`config.mk`:
```
export PLATFORM = sky130hd
export DESIGN_NAME = window_gen_5
export DESIGN_NICKNAME = d
export VERILOG_FILES = /design/src/rtl/window_gen_5.sv
export SDC_FILE = /design/constraint.sdc
export NUM_CORES = 1
export LEC_CHECK = 0
export CORE_MARGIN = 2
export CORE_UTILIZATION = 25
export DETAILED_ROUTE_END_ITERATION = 7
export PLACE_DENSITY_LB_ADDON = 0.2
export RECOVER_POWER = 50
export SLEW_MARGIN = 20
export SYNTH_ARGS = -nofsm -noshare
export SYNTH_HDL_FRONTEND = slang
export SYNTH_SLANG_ARGS = --single-unit
```
`constraint.sdc`:
```
create_clock -name clk -period 10.7 [get_ports clk]
set_clock_uncertainty 0.15 [all_clocks]
set_input_delay 2.14 -clock clk [delete_from_list [all_inputs] [get_ports clk]]
set_output_delay 2.14 -clock clk [all_outputs]
set_load 0.02 [all_outputs]
```
`src/rtl/window_gen_5.sv`:
```
// window_gen_5: streaming 5x5 sliding-window generator for the 5x5 MAC array.
// Ports:
//   clk, rst_n         rising-edge clock, asynchronous active-low reset
//   i_valid, i_sof     pixel strobe and start-of-frame (qualified by i_valid)
//   i_data             raster-order pixel
//   win_1..win_5       window rows, win_1 = oldest row (r-4), win_5 = current row (r);
//                      slice 1 (LSB) is column c-4, slice 5 (MSB) is column c
//   win_valid          window at an unpadded position (r>=4, c>=4)
//   frame_done         pulse after the last pixel of a frame
module window_gen_5 #(
    parameter int data_size  = 8,
    parameter int img_width  = 32,
    parameter int img_height = 32
) (
    input  logic                   clk,
    input  logic                   rst_n,
    input  logic                   i_valid,
    input  logic                   i_sof,
    input  logic [data_size-1:0]   i_data,
    output logic [data_size*5-1:0] win_1,
    output logic [data_size*5-1:0] win_2,
    output logic [data_size*5-1:0] win_3,
    output logic [data_size*5-1:0] win_4,
    output logic [data_size*5-1:0] win_5,
    output logic                   win_valid,
    output logic                   frame_done
);
    localparam int CW = $clog2(img_width);
    localparam int RW = $clog2(img_height);
    localparam int WW = data_size * 5;

    logic [CW-1:0]        col_q, col_d, cur_col;
    logic [RW-1:0]        row_q, row_d, cur_row;
    logic                 last_col, last_row;
    logic [data_size-1:0] lb_q [4][img_width];
    logic [data_size-1:0] col_vec [5];
    logic [WW-1:0]        win_q [5];
    logic [WW-1:0]        win_d [5];
    logic                 win_valid_q, win_valid_d, frame_done_q, frame_done_d;

    always_comb begin
        // i_sof overrides the counters so the current pixel is (0,0)
        cur_col      = i_sof ? '0 : col_q;
        cur_row      = i_sof ? '0 : row_q;
        last_col     = cur_col == CW'(img_width - 1);
        last_row     = cur_row == RW'(img_height - 1);
        col_d        = !i_valid ? col_q : last_col ? '0 : cur_col + 1'b1;
        row_d        = !i_valid ? row_q : !last_col ? cur_row : last_row ? '0 : cur_row + 1'b1;
        win_valid_d  = i_valid && cur_row >= RW'(4) && cur_col >= CW'(4);
        frame_done_d = i_valid && last_row && last_col;
        // lb_q[0] is one row back, lb_q[3] four rows back
        for (int k = 0; k < 5; k++) begin
            col_vec[k] = k < 4 ? lb_q[3-k][cur_col] : i_data;
            win_d[k]   = i_valid ? {col_vec[k], win_q[k][WW-1:data_size]} : win_q[k];
        end
    end

    // Line buffers carry no reset; stale rows are masked by the r>=4 rule.
    always_ff @(posedge clk) begin
        if (i_valid) begin
            lb_q[3][cur_col] <= lb_q[2][cur_col];
            lb_q[2][cur_col] <= lb_q[1][cur_col];
            lb_q[1][cur_col] <= lb_q[0][cur_col];
            lb_q[0][cur_col] <= i_data;
        end
    end

    always_ff @(posedge clk or negedge rst_n) begin
        if (!rst_n) begin
            col_q        <= '0;
            row_q        <= '0;
            win_valid_q  <= 1'b0;
            frame_done_q <= 1'b0;
            for (int k = 0; k < 5; k++) win_q[k] <= '0;
        end else begin
            col_q        <= col_d;
            row_q        <= row_d;
            win_valid_q  <= win_valid_d;
            frame_done_q <= frame_done_d;
            for (int k = 0; k < 5; k++) win_q[k] <= win_d[k];
        end
    end

    assign win_1      = win_q[0];
    assign win_2      = win_q[1];
    assign win_3      = win_q[2];
    assign win_4      = win_q[3];
    assign win_5      = win_q[4];
    assign win_valid  = win_valid_q;
    assign frame_done = frame_done_q;
endmodule

```
==> results by group, run 1 <==
Status
  • Status: finished, violations left
  • Failing checks: capacitance limit, slew limit

Final layout
  • Nets@finish: 3132
  • Fin cells: 5760
  • Share of post-route cells with drive strength above 1: 0.188
  • Synth-to-Final Area Change: 19.9%
  • Post-route cell area: 58000 um^2
  • FILL cells: 18900

STA
  • Final hold violation count: 0
  • Achievable Freq: 128 MHz
  • Worst Slack Setup Final: 2.88 ns
  • Tightest Pin Transition: 5.92 ns
  • Final setup violation count: 0
  • Tcrit/Tclk final: 0.731
  • Slew margin rel.: -2.95
  • Minimum clock period after layout: 7.82 ns
  • Final Slew Violations: 641
  • Final setup TNS: 0 ns
  • RSZ-0062 raised after global routing: no

Yosys
  • Mean Syn Cell Area: 16.9 um^2
  • Largest family of logic cells by synthesized area: multiplexers
  • Post-synthesis sequential area ratio: 0.746
  • Post-synth ARST share: 0.172
  • Mapped Area: 48300 um^2
  • Count leader, synth: edfxtp_1
  • Seq cells post-synth: 1236
  • Post-synthesis mux area share: 0.116
  • Top post-synthesis cells by count: 1024 x edfxtp_1, 236 x mux2_2, 212 x dfrtp_1
  • Number of synthesized flops with an enable pin: 1024
  • Area contributors post-synth: edfxtp_1 64%, dfrtp_1 11%, mux2_2 5.5%, mux2i_1 4.0%, mux4_2 2.1%
  • Ys flop type: edfxtp_1
  • Count of cell types in the netlist: 73
  • Synth Area in Adders: 0.00129
  • Net Count, Synth: 2873
  • Synth warnings: 0
  • Post-synthesis simple-gate area fraction: 0.0426
  • Synth Area in XOR/XNOR: 0
  • Mapped Cells: 2856
  • Synth area leader: edfxtp_1
  • Synth top area share: 0.636
  • Complex-gate fraction of the synthesized area: 0.0744

Setup path
  • Worst path required time: 11.20 ns
  • Worst-path cell chain: buf_6, nand2b_1, clkinv_1, clkbuf_1, o221ai_1, o21ai_0, nand3_2, mux2_2
  • CP Data Arrival Time: 8.32 ns
  • Slowest cell on the critical path: clkbuf_1
  • CP Class: in2reg
  • Crit-path max FO: 65
  • Crit start category: primary input
  • WP buf/inv: 3
  • CP Capture Type: flip-flop
  • CP peak stage delay: 2.08 ns
  • Family with the most delay on the worst path: buffers and inverters

Place
  • Final Wtd Congestion: 0.786
  • IO buf count: 213
  • Post-DP HPWL: 88700 um
  • Placed Area: 53800 um^2
  • Placed Cells: 5499
  • Setup Slack @ Placement: 4.23 ns

Clock network
  • Cts hold-fix bufs: 0
  • Post CTS Setup Buffer Count: 0
  • Clk_lat worst skew: 0.77 ns
  • TritonCTS Buffers: 140
  • CTS tree: built
  • Post_cts resized: 0
  • Clk pin slew, worst setup/hold paths: 0.06 ns
  • CTS HTree Levels: 4
  • Clock buffer depth: 3
  • Root buf cell: clkbuf_16
  • Clock sink count: 1236

GRT
  • GRT Util Overall: 0.154
  • Vias in the first global route: 27700
  • Grt ovf: 0
  • Initial antenna violation count: 8
  • Wire length of the first global-routing pass: 219000 um
  • Largest net degree at the start of global routing: 127

Floorplan
  • Full die area: 197000 um^2
  • Starting Density: 0.251
  • Core Box Area: 192000 um^2
  • Die Y: 444 um
  • Num rows: 161
  • Die Width: 444 um
  • Boundary pin count: 214

Route
  • Iter 0 DRT Violations: 2304
  • Final Routed Wirelength: 154000 um
  • Post-route ant nets: 0
  • Avg WL per Cell: 26.8 um
  • Via count: 27800
  • Via/cell ratio: 4.82
  • Drt pass-1 iters: 5
  • Drt drc: 0

Pwr
  • Worst vdd ir: 0.000137 V
  • P per Cell Area: 226 nW/um^2
  • Leakage power: 0.0193 uW
  • Tot Pwr: 13100 uW

Flow run
  • Max-cap violation count: 18

Worst hold path
  • Hold WC Path Type: reg2reg
-- sequential cells by signal, indices dropped and copies added, names as in the netlist --
register,count
col_q,5
frame_done,1
lb_q,1024
row_q,5
win_1,40
win_2,40
win_3,40
win_4,40
win_5,40
win_valid,1
-- through the flow --
step / util / hold slack, ns
4_1_cts: 0.302 / 0.358
5_1_grt: 0.301 / 0.363
3_5_place_dp: 0.280 / 0.345
6_report: 0.301 / 0.348
3_3_place_gp: 0.280 / 0.341
2_1_floorplan: - / 0.325
-- final cells by class --
cell class / instances / area (um^2) / area share
Antenna cell: 5 / 12.5 / 0.000216
Clock inverter: 65 / 489 / 0.00844
Inverter: 13 / 48.8 / 0.000842
Timing Repair Buffer: 304 / 2830 / 0.0489
Sequential cell: 1236 / 36100 / 0.622
Tap cell: 2526 / 3160 / 0.0545
Multi-Input combinational cell: 1420 / 11500 / 0.198
Clock buffer: 191 / 3880 / 0.0670
-- logic make-up after synthesis --
| kind of cell | count (synthesis) |
|---|---|
| DFF | 1236 |
| AOI/OAI and AO/OA | 522 |
| muxes | 474 |
| and+or+nand+nor | 419 |
| buffers and inverters | 200 |
| adders and majority gates | 5 |
-- where the power goes --
| part | internal, uW | switching (uW) |
|---|---|---|
| clock | 2680 | 1960 |
| sequential | 5780 | 232 |
| combinational | 880 | 1550 |
| total | 9340 | 3740 |
-- path summary, 6_finish.rpt --
check	from	to	slack, ns	cells after the start
min	win_2[6]	win_2[6]	0.35	1
min reg2reg	win_2[6]	win_2[6]	0.35	1
max reg2reg	col_q[1]	win_3[39]	3.82	7
max in group asynchronous	rst_n	win_4[24]	3.60	1
min in group asynchronous	rst_n	win_5[24]	3.38	1
max	i_sof	win_3[39]	2.88	8
-- placed cells by master, fill, tap and decap left out, drive strengths merged, types with 11 or more instances in the layout --
master / Yosys / final
edfxtp: 1024 / 1024
mux2: 238 / 238
dfrtp: 212 / 212
clkbuf: 91 / 206
dlygate4sd3: 0 / 203
mux2i: 192 / 192
nand2: 137 / 137
nor2: 104 / 104
a21oi: 96 / 96
o21ai: 93 / 93
buf: 96 / 86
clkinv: 2 / 54
o22ai: 52 / 52
o221ai: 49 / 49
a22oi: 46 / 46
mux4: 44 / 44
nor2b: 41 / 41
nand3: 39 / 39
a221oi: 38 / 38
a31oi: 21 / 21
a211oi: 18 / 18
a31o: 18 / 18
inv: 11 / 17
o211ai: 15 / 15
nand2b: 14 / 14
o2111ai: 13 / 13
a32oi: 13 / 13
and3: 11 / 11
-- layer usage --
| metal | routed length, um | part of all wire | track usage | up-vias |
|---|---|---|---|---|
| li1 | - | - | - | 11900 |
| met1 | 68900 | 0.45 | 0.212 | 14800 |
| met2 | 72600 | 0.47 | 0.248 | 932 |
| met3 | 8830 | 0.057 | 0.0281 | 206 |
| met4 | 4120 | 0.027 | 0.0447 | 0 |
| met5 | 0 | 0 | 0 | - |
Note: power is estimated with default switching activity, not from simulation.
==> run 2: changes to the inputs <==
Clock period 10.7 ns to 8.2 ns, I/O delays scaled along.
==> run 2 against run 1 <==
Effect of this change: register-to-register slack got worse by 1.9 ns; critical path type unchanged; critical path depth decreased by 1; hold slack got worse by 0.0017 ns; combinational power increased by 30%; total power increased by 30%; highest routed layer unchanged; the flow still finishes with violations (capacitance limit, slew limit); routed wire length decreased by 0.22%; worst setup slack got worse by 1.3 ns; global-route usage about the same.
==> results by group, run 2 (synthesized netlist as in run 1, its figures left out) <==
Status
  • Status: finished, violations left (unchanged)
  • Failing checks: capacitance limit, slew limit (unchanged)

STA
  • Final Slew Violations: 626 (was 641)
  • Tcrit/Tclk final: 0.805
  • Tightest Pin Transition: 3.74 ns (was 5.92 ns)
  • Achievable Freq: 152 MHz
  • Final setup violation count: 0 (unchanged)
  • Final setup TNS: 0 ns (unchanged)
  • Hold Slack: 0.346 ns (was 0.348 ns)
  • Final hold violation count: 0 (unchanged)
  • RSZ-0062 raised after global routing: no (unchanged)
  • Slew margin rel.: -1.49 (was -2.95)
  • Minimum clock period after layout: 6.60 ns

Clock network
  • Clock sink count: 1236 (unchanged)
  • Clk_lat worst skew: 0.78 ns (was 0.77 ns)
  • Post CTS Setup Buffer Count: 0 (unchanged)
  • Root buf cell: clkbuf_16 (unchanged)
  • Cts hold-fix bufs: 0 (unchanged)
  • Post_cts resized: 0 (unchanged)
  • CTS tree: built (unchanged)
  • TritonCTS Buffers: 140 (unchanged)
  • Clock buffer depth: 3 (unchanged)
  • Clk pin slew, worst setup/hold paths: 0.06 ns (about the same)
  • CTS HTree Levels: 4 (unchanged)

Pwr
  • Worst vdd ir: 0.000187 V (was 0.000137 V)
  • P per Cell Area: 294 nW/um^2 (was 226 nW/um^2)
  • Leakage power: 0.0193 uW (about the same)
  • Tot Pwr: 17100 uW (was 13100 uW)

GRT
  • Initial antenna violation count: 8 (unchanged)
  • Wire length of the first global-routing pass: 219000 um (about the same)
  • GRT Util Overall: 0.154 (about the same)
  • Grt ovf: 0 (unchanged)
  • Largest net degree at the start of global routing: 152 (was 127)
  • Vias in the first global route: 27800 (was 27700)

Final layout
  • Post-route cell area: 58000 um^2 (about the same)
  • Max reg flops: 1024 (unchanged)
  • Final Util: 0.302 (was 0.301)
  • Synth-to-Final Area Change: 20.1% (was 19.9%)
  • Share of post-route cells with drive strength above 1: 0.190 (was 0.188)
  • Top reg by flops: lb_q (unchanged)
  • FILL cells: 18900 (about the same)
  • Most frequent cells in the layout: 1024 x edfxtp_1, 236 x mux2_2, 209 x dfrtp_1, 203 x dlygate4sd3_1, 192 x mux2i_1 (unchanged)
  • Most common cell after layout, fill and taps aside: edfxtp_1 (unchanged)
  • Total area of sequential cells: 36100 um^2 (unchanged)
  • Nets@finish: 3135 (was 3132)
  • Area of the multi-input gates: 11500 um^2 (about the same)

Floorplan
  • Boundary pin count: 214 (unchanged)
  • Die Width: 444 um (unchanged)
  • Core Box Area: 192000 um^2 (unchanged)
  • Starting Density: 0.251 (unchanged)
  • Num rows: 161 (unchanged)
  • Full die area: 197000 um^2 (unchanged)
  • Die Y: 444 um (unchanged)

Setup path
  • CP Class: in2reg (unchanged)
  • CP peak stage delay: 1.45 ns (was 2.08 ns)
  • Crit-path max FO: 54 (was 65)
  • Slowest cell on the critical path: inv_1 (was clkbuf_1)
  • CP Data Arrival Time: 6.84 ns (was 8.32 ns)
  • CP Capture Type: flip-flop (unchanged)
  • Worst path required time: 8.44 ns (was 11.20 ns)
  • Crit start category: primary input (unchanged)
  • Worst-path cell chain: buf_6, nand2b_1, inv_1, ha_1, nand2_1, nor2_1, buf_4 (was buf_6, nand2b_1, clkinv_1, clkbuf_1, o221ai_1, o21ai_0, nand3_2, mux2_2)

Flow run
  • Max-cap violation count: 20 (was 18)

Place
  • IO buf count: 213 (unchanged)
  • Placed Area: 53900 um^2 (was 53800 um^2)
  • Final Wtd Congestion: 0.808 (was 0.786)
  • Post-DP HPWL: 91300 um (was 88700 um)

Worst hold path
  • Hold WC Path Type: reg2reg (unchanged)

Route
  • Via/cell ratio: 4.79 (was 4.82)
  • Drt pass-1 iters: 5 (unchanged)
  • Post-route ant nets: 0 (unchanged)
  • Iter 0 DRT Violations: 2379 (was 2304)
  • Avg WL per Cell: 26.8 um (about the same)
  • Final Routed Wirelength: 154000 um (about the same)
  • Via count: 27600 (was 27800)
  • Drt drc: 0 (unchanged)
-- run 2: cell count changes in the layout (fill, tap and decap cells not counted), sizes merged --
cell,change
inv,+2
clkbuf,+2
clkinv,-12
diode,-4
buf,+3
bufinv,-1
-- run 2: worst max-delay path: cells and delay by family --
kind | cells | cell delay (ns)
AND/OR/NAND/NOR | 3 | 2.35
adder cells (fa/ha/maj) | 1 | 0.35
buffers and inverters | 3 | 2.33
-- run 2: area by class of cell --
type | count | share of cell area
antenna | 1 | 0.0000431
clock buffer | 193 | 0.0674
clock inverter | 54 | 0.00731
inverter | 13 | 0.000841
multi-input combinational | 1420 | 0.198
sequential | 1236 | 0.621
tap | 2526 | 0.0544
timing repair buffer | 307 | 0.0504
-- run 2: where the power goes --
part	total [uW]	internal [uW]	switching, uW
clock network	6040	3490	2550
registers	7850	7540	304
logic	3170	1150	2020
-- run 2: per-layer routing --
metal,track usage,vias up,routed length [um]
met4,0.0436,0,3610
met1,0.216,14600,70500
li1,-,11900,-
met3,0.0263,183,8010
met5,0,-,0
met2,0.245,868,72000
-- run 2: stage by stage --
stage	setup WS [ns]	std cells
after floorplan	3.15	2856
after global placement	2.22	5498
after detailed placement	2.19	5502
after CTS	3.04	5749
after global routing	1.49	5750
final	1.60	5750
-- run 2: final timing paths --
check,from,to,slack (ns),cells after the start
hold / removal,win_1[7],win_1[7],0.35,1
min in group asynchronous,rst_n,win_5[6],0.74,1
setup reg to reg,col_q[4],lb_q[2][81],1.89,5
max in group asynchronous,rst_n,col_q[2],2.99,2
hold reg to reg,win_1[7],win_1[7],0.35,1
setup / recovery,i_sof,lb_q[0][231],1.60,7
==> run 3: changes to the inputs <==
Clock period 8.2 ns to 5.5 ns, I/O delays scaled along.
==> run 3 against run 2 <==
Effect of this change: the flow still finishes with violations (capacitance limit, slew limit); hold slack worse by 0.00060 ns; utilization up 0.32 points; final cell count up 1.1%; largest power group unchanged; critical path depth unchanged; count of clock-buffer cells in the layout up 13; global-route usage up 0.22 points; worst setup slack worse by 0.84 ns; cell area up 1.1%; critical path type is now reg2reg; die area unchanged.
==> results by group, run 3 (synthesized netlist as in run 1, its figures left out) <==
Status
  • Status: finished, violations left (unchanged)
  • Failing checks: capacitance limit, slew limit (unchanged)

Final layout
  • Nets@finish: 3193 (was 3135)
  • Area of the multi-input gates: 11500 um^2 (about the same)
  • Share of post-route cells with drive strength above 1: 0.196 (was 0.190)
  • Total area of sequential cells: 36100 um^2 (unchanged)
  • Top reg by flops: lb_q (unchanged)
  • Most common cell after layout, fill and taps aside: edfxtp_1 (unchanged)
  • Most frequent cells in the layout: 1024 x edfxtp_1, 236 x mux2_2, 209 x dfrtp_1, 209 x dlygate4sd3_1, 192 x mux2i_1 (was 1024 x edfxtp_1, 236 x mux2_2, 209 x dfrtp_1, 203 x dlygate4sd3_1, 192 x mux2i_1)
  • FILL cells: 19000 (was 18900)
  • Max reg flops: 1024 (unchanged)
  • Synth-to-Final Area Change: 21.4% (was 20.1%)
  • Post-route cell area: 58700 um^2 (was 58000 um^2)

STA
  • Tcrit/Tclk final: 0.863
  • Final hold violation count: 0 (unchanged)
  • Final Slew Violations: 563 (was 626)
  • Slew margin rel.: -1.32 (was -1.49)
  • Final setup violation count: 0 (unchanged)
  • Minimum clock period after layout: 4.74 ns
  • Tightest Pin Transition: 3.49 ns (was 3.74 ns)
  • Achievable Freq: 211 MHz
  • RSZ-0062 raised after global routing: no (unchanged)
  • Final setup TNS: 0 ns (unchanged)

Clock network
  • Clock buffer depth: 3 (unchanged)
  • Clk_lat worst skew: 0.76 ns (was 0.78 ns)
  • CTS HTree Levels: 4 (unchanged)
  • Clock sink count: 1236 (unchanged)
  • Post CTS Setup Buffer Count: 0 (unchanged)
  • Root buf cell: clkbuf_16 (unchanged)
  • CTS tree: built (unchanged)
  • Post_cts resized: 0 (unchanged)
  • TritonCTS Buffers: 142 (was 140)
  • Cts hold-fix bufs: 0 (unchanged)
  • Clk pin slew, worst setup/hold paths: 0.06 ns (about the same)

Floorplan
  • Full die area: 197000 um^2 (unchanged)
  • Num rows: 161 (unchanged)
  • Boundary pin count: 214 (unchanged)
  • Die Width: 444 um (unchanged)
  • Starting Density: 0.251 (unchanged)
  • Die Y: 444 um (unchanged)
  • Core Box Area: 192000 um^2 (unchanged)

Setup path
  • Worst path required time: 5.78 ns (was 8.44 ns)
  • Worst reg2reg path depth: 7 (was 5)
  • Slowest cell on the critical path: nor2_2 (was inv_1)
  • CP peak stage delay: 1.41 ns (was 1.45 ns)
  • CP Data Arrival Time: 5.02 ns (was 6.84 ns)
  • Worst-path cell chain: nand2b_1, inv_2, ha_1, nand2_1, clkbuf_1, nor2_2, buf_4 (was buf_6, nand2b_1, inv_1, ha_1, nand2_1, nor2_1, buf_4)
  • R2R setup slack: 0.76 ns (was 1.89 ns)
  • Crit-path max FO: 41 (was 54)
  • Crit start category: flip-flop (was primary input)
  • CP Capture Type: flip-flop (unchanged)
  • CP Class: reg2reg (was in2reg)

GRT
  • GRT Util Overall: 0.156 (was 0.154)
  • Initial antenna violation count: 8 (unchanged)
  • Vias in the first global route: 28000 (was 27800)
  • Largest net degree at the start of global routing: 117 (was 152)
  • Wire length of the first global-routing pass: 221000 um (was 219000 um)
  • Grt ovf: 0 (unchanged)

Worst hold path
  • Hold path depth: 1 (unchanged)
  • Hold WC Path Type: reg2reg (unchanged)

Flow run
  • Max-cap violation count: 20 (unchanged)

Route
  • Final Routed Wirelength: 156000 um (was 154000 um)
  • Drt drc: 0 (unchanged)
  • Drt pass-1 iters: 5 (unchanged)
  • Iter 0 DRT Violations: 2281 (was 2379)
  • Via count: 27800 (was 27600)
  • Post-route ant nets: 0 (unchanged)
  • Via/cell ratio: 4.78 (was 4.79)
  • Avg WL per Cell: 26.9 um (was 26.8 um)

Place
  • Final Wtd Congestion: 0.782 (was 0.808)
  • Placed Area: 54500 um^2 (was 53900 um^2)
  • IO buf count: 213 (unchanged)
  • Post-DP HPWL: 93000 um (was 91300 um)

Pwr
  • P per Cell Area: 436 nW/um^2 (was 294 nW/um^2)
  • Worst vdd ir: 0.000326 V (was 0.000187 V)
  • Leakage power: 0.0196 uW (was 0.0193 uW)
## run 3: cell types whose count changed in the layout (fill, tap and decap cells not counted), moves of 5 or more
cell | before | now
clkbuf_1 | 53 | 78
clkinv_2 | 15 | 10
clkbuf_2 | 1 | 7
buf_4 | 76 | 92
buf_12 | 7 | 24
dlygate4sd3_1 | 203 | 209
## run 3: report_power, final
part,switching [uW],internal [uW]
combinational,2910,1770
sequential,512,11200
clock,3770,5360
## run 3: through the flow
| step | std cells | util | setup slack, ns | total power [uW] | hold slack (ns) |
|---|---|---|---|---|---|
| final | 5816 | 0.305 | 0.756 | 25600 | 0.346 |
| after floorplan | 2856 | - | 0.995 | 14300 | 0.325 |
| after global routing | 5814 | 0.305 | 0.605 | 26500 | 0.361 |
| after detailed placement | 5558 | 0.283 | 0.947 | 16900 | 0.345 |
| after global placement | 5558 | 0.283 | 1.03 | 16900 | 0.340 |
| after CTS | 5813 | 0.306 | 1.33 | 26100 | 0.0990 |
## run 3: per-layer routing
metal	wire, um	track usage	share of wire	up-vias
li1	-	-	-	12000
met1	69600	0.214	0.45	14800
met2	74500	0.253	0.48	857
met3	8660	0.0305	0.055	192
met4	3500	0.0398	0.022	0
met5	0	0	0	-
## run 3: area by class of cell
class / count / area share
diodes: 3 / 0.000128
clock buffers: 206 / 0.0680
clock inverters: 49 / 0.00783
inverters: 13 / 0.000832
multi-input cells: 1420 / 0.196
flip-flops and latches: 1236 / 0.615
well taps: 2526 / 0.0539
repair buffers: 363 / 0.0585
## run 3: critical path: cells and delay by family (launching register included)
family | cells | cell delay [ns]
adders and majority gates | 1 | 0.26
buffers and inverters | 3 | 1.03
DFF | 1 | 0.83
and+or+nand+nor | 3 | 2.07
## run 3: final timing paths
path	from	endpoint
worst max-delay path	col_q[1]	lb_q[0][165]
worst min-delay path	win_1[2]	win_1[2]
worst max register to register	col_q[1]	lb_q[0][165]
worst min register to register	win_1[2]	win_1[2]
max in group asynchronous	rst_n	win_4[5]
min in group asynchronous	rst_n	win_5[6]
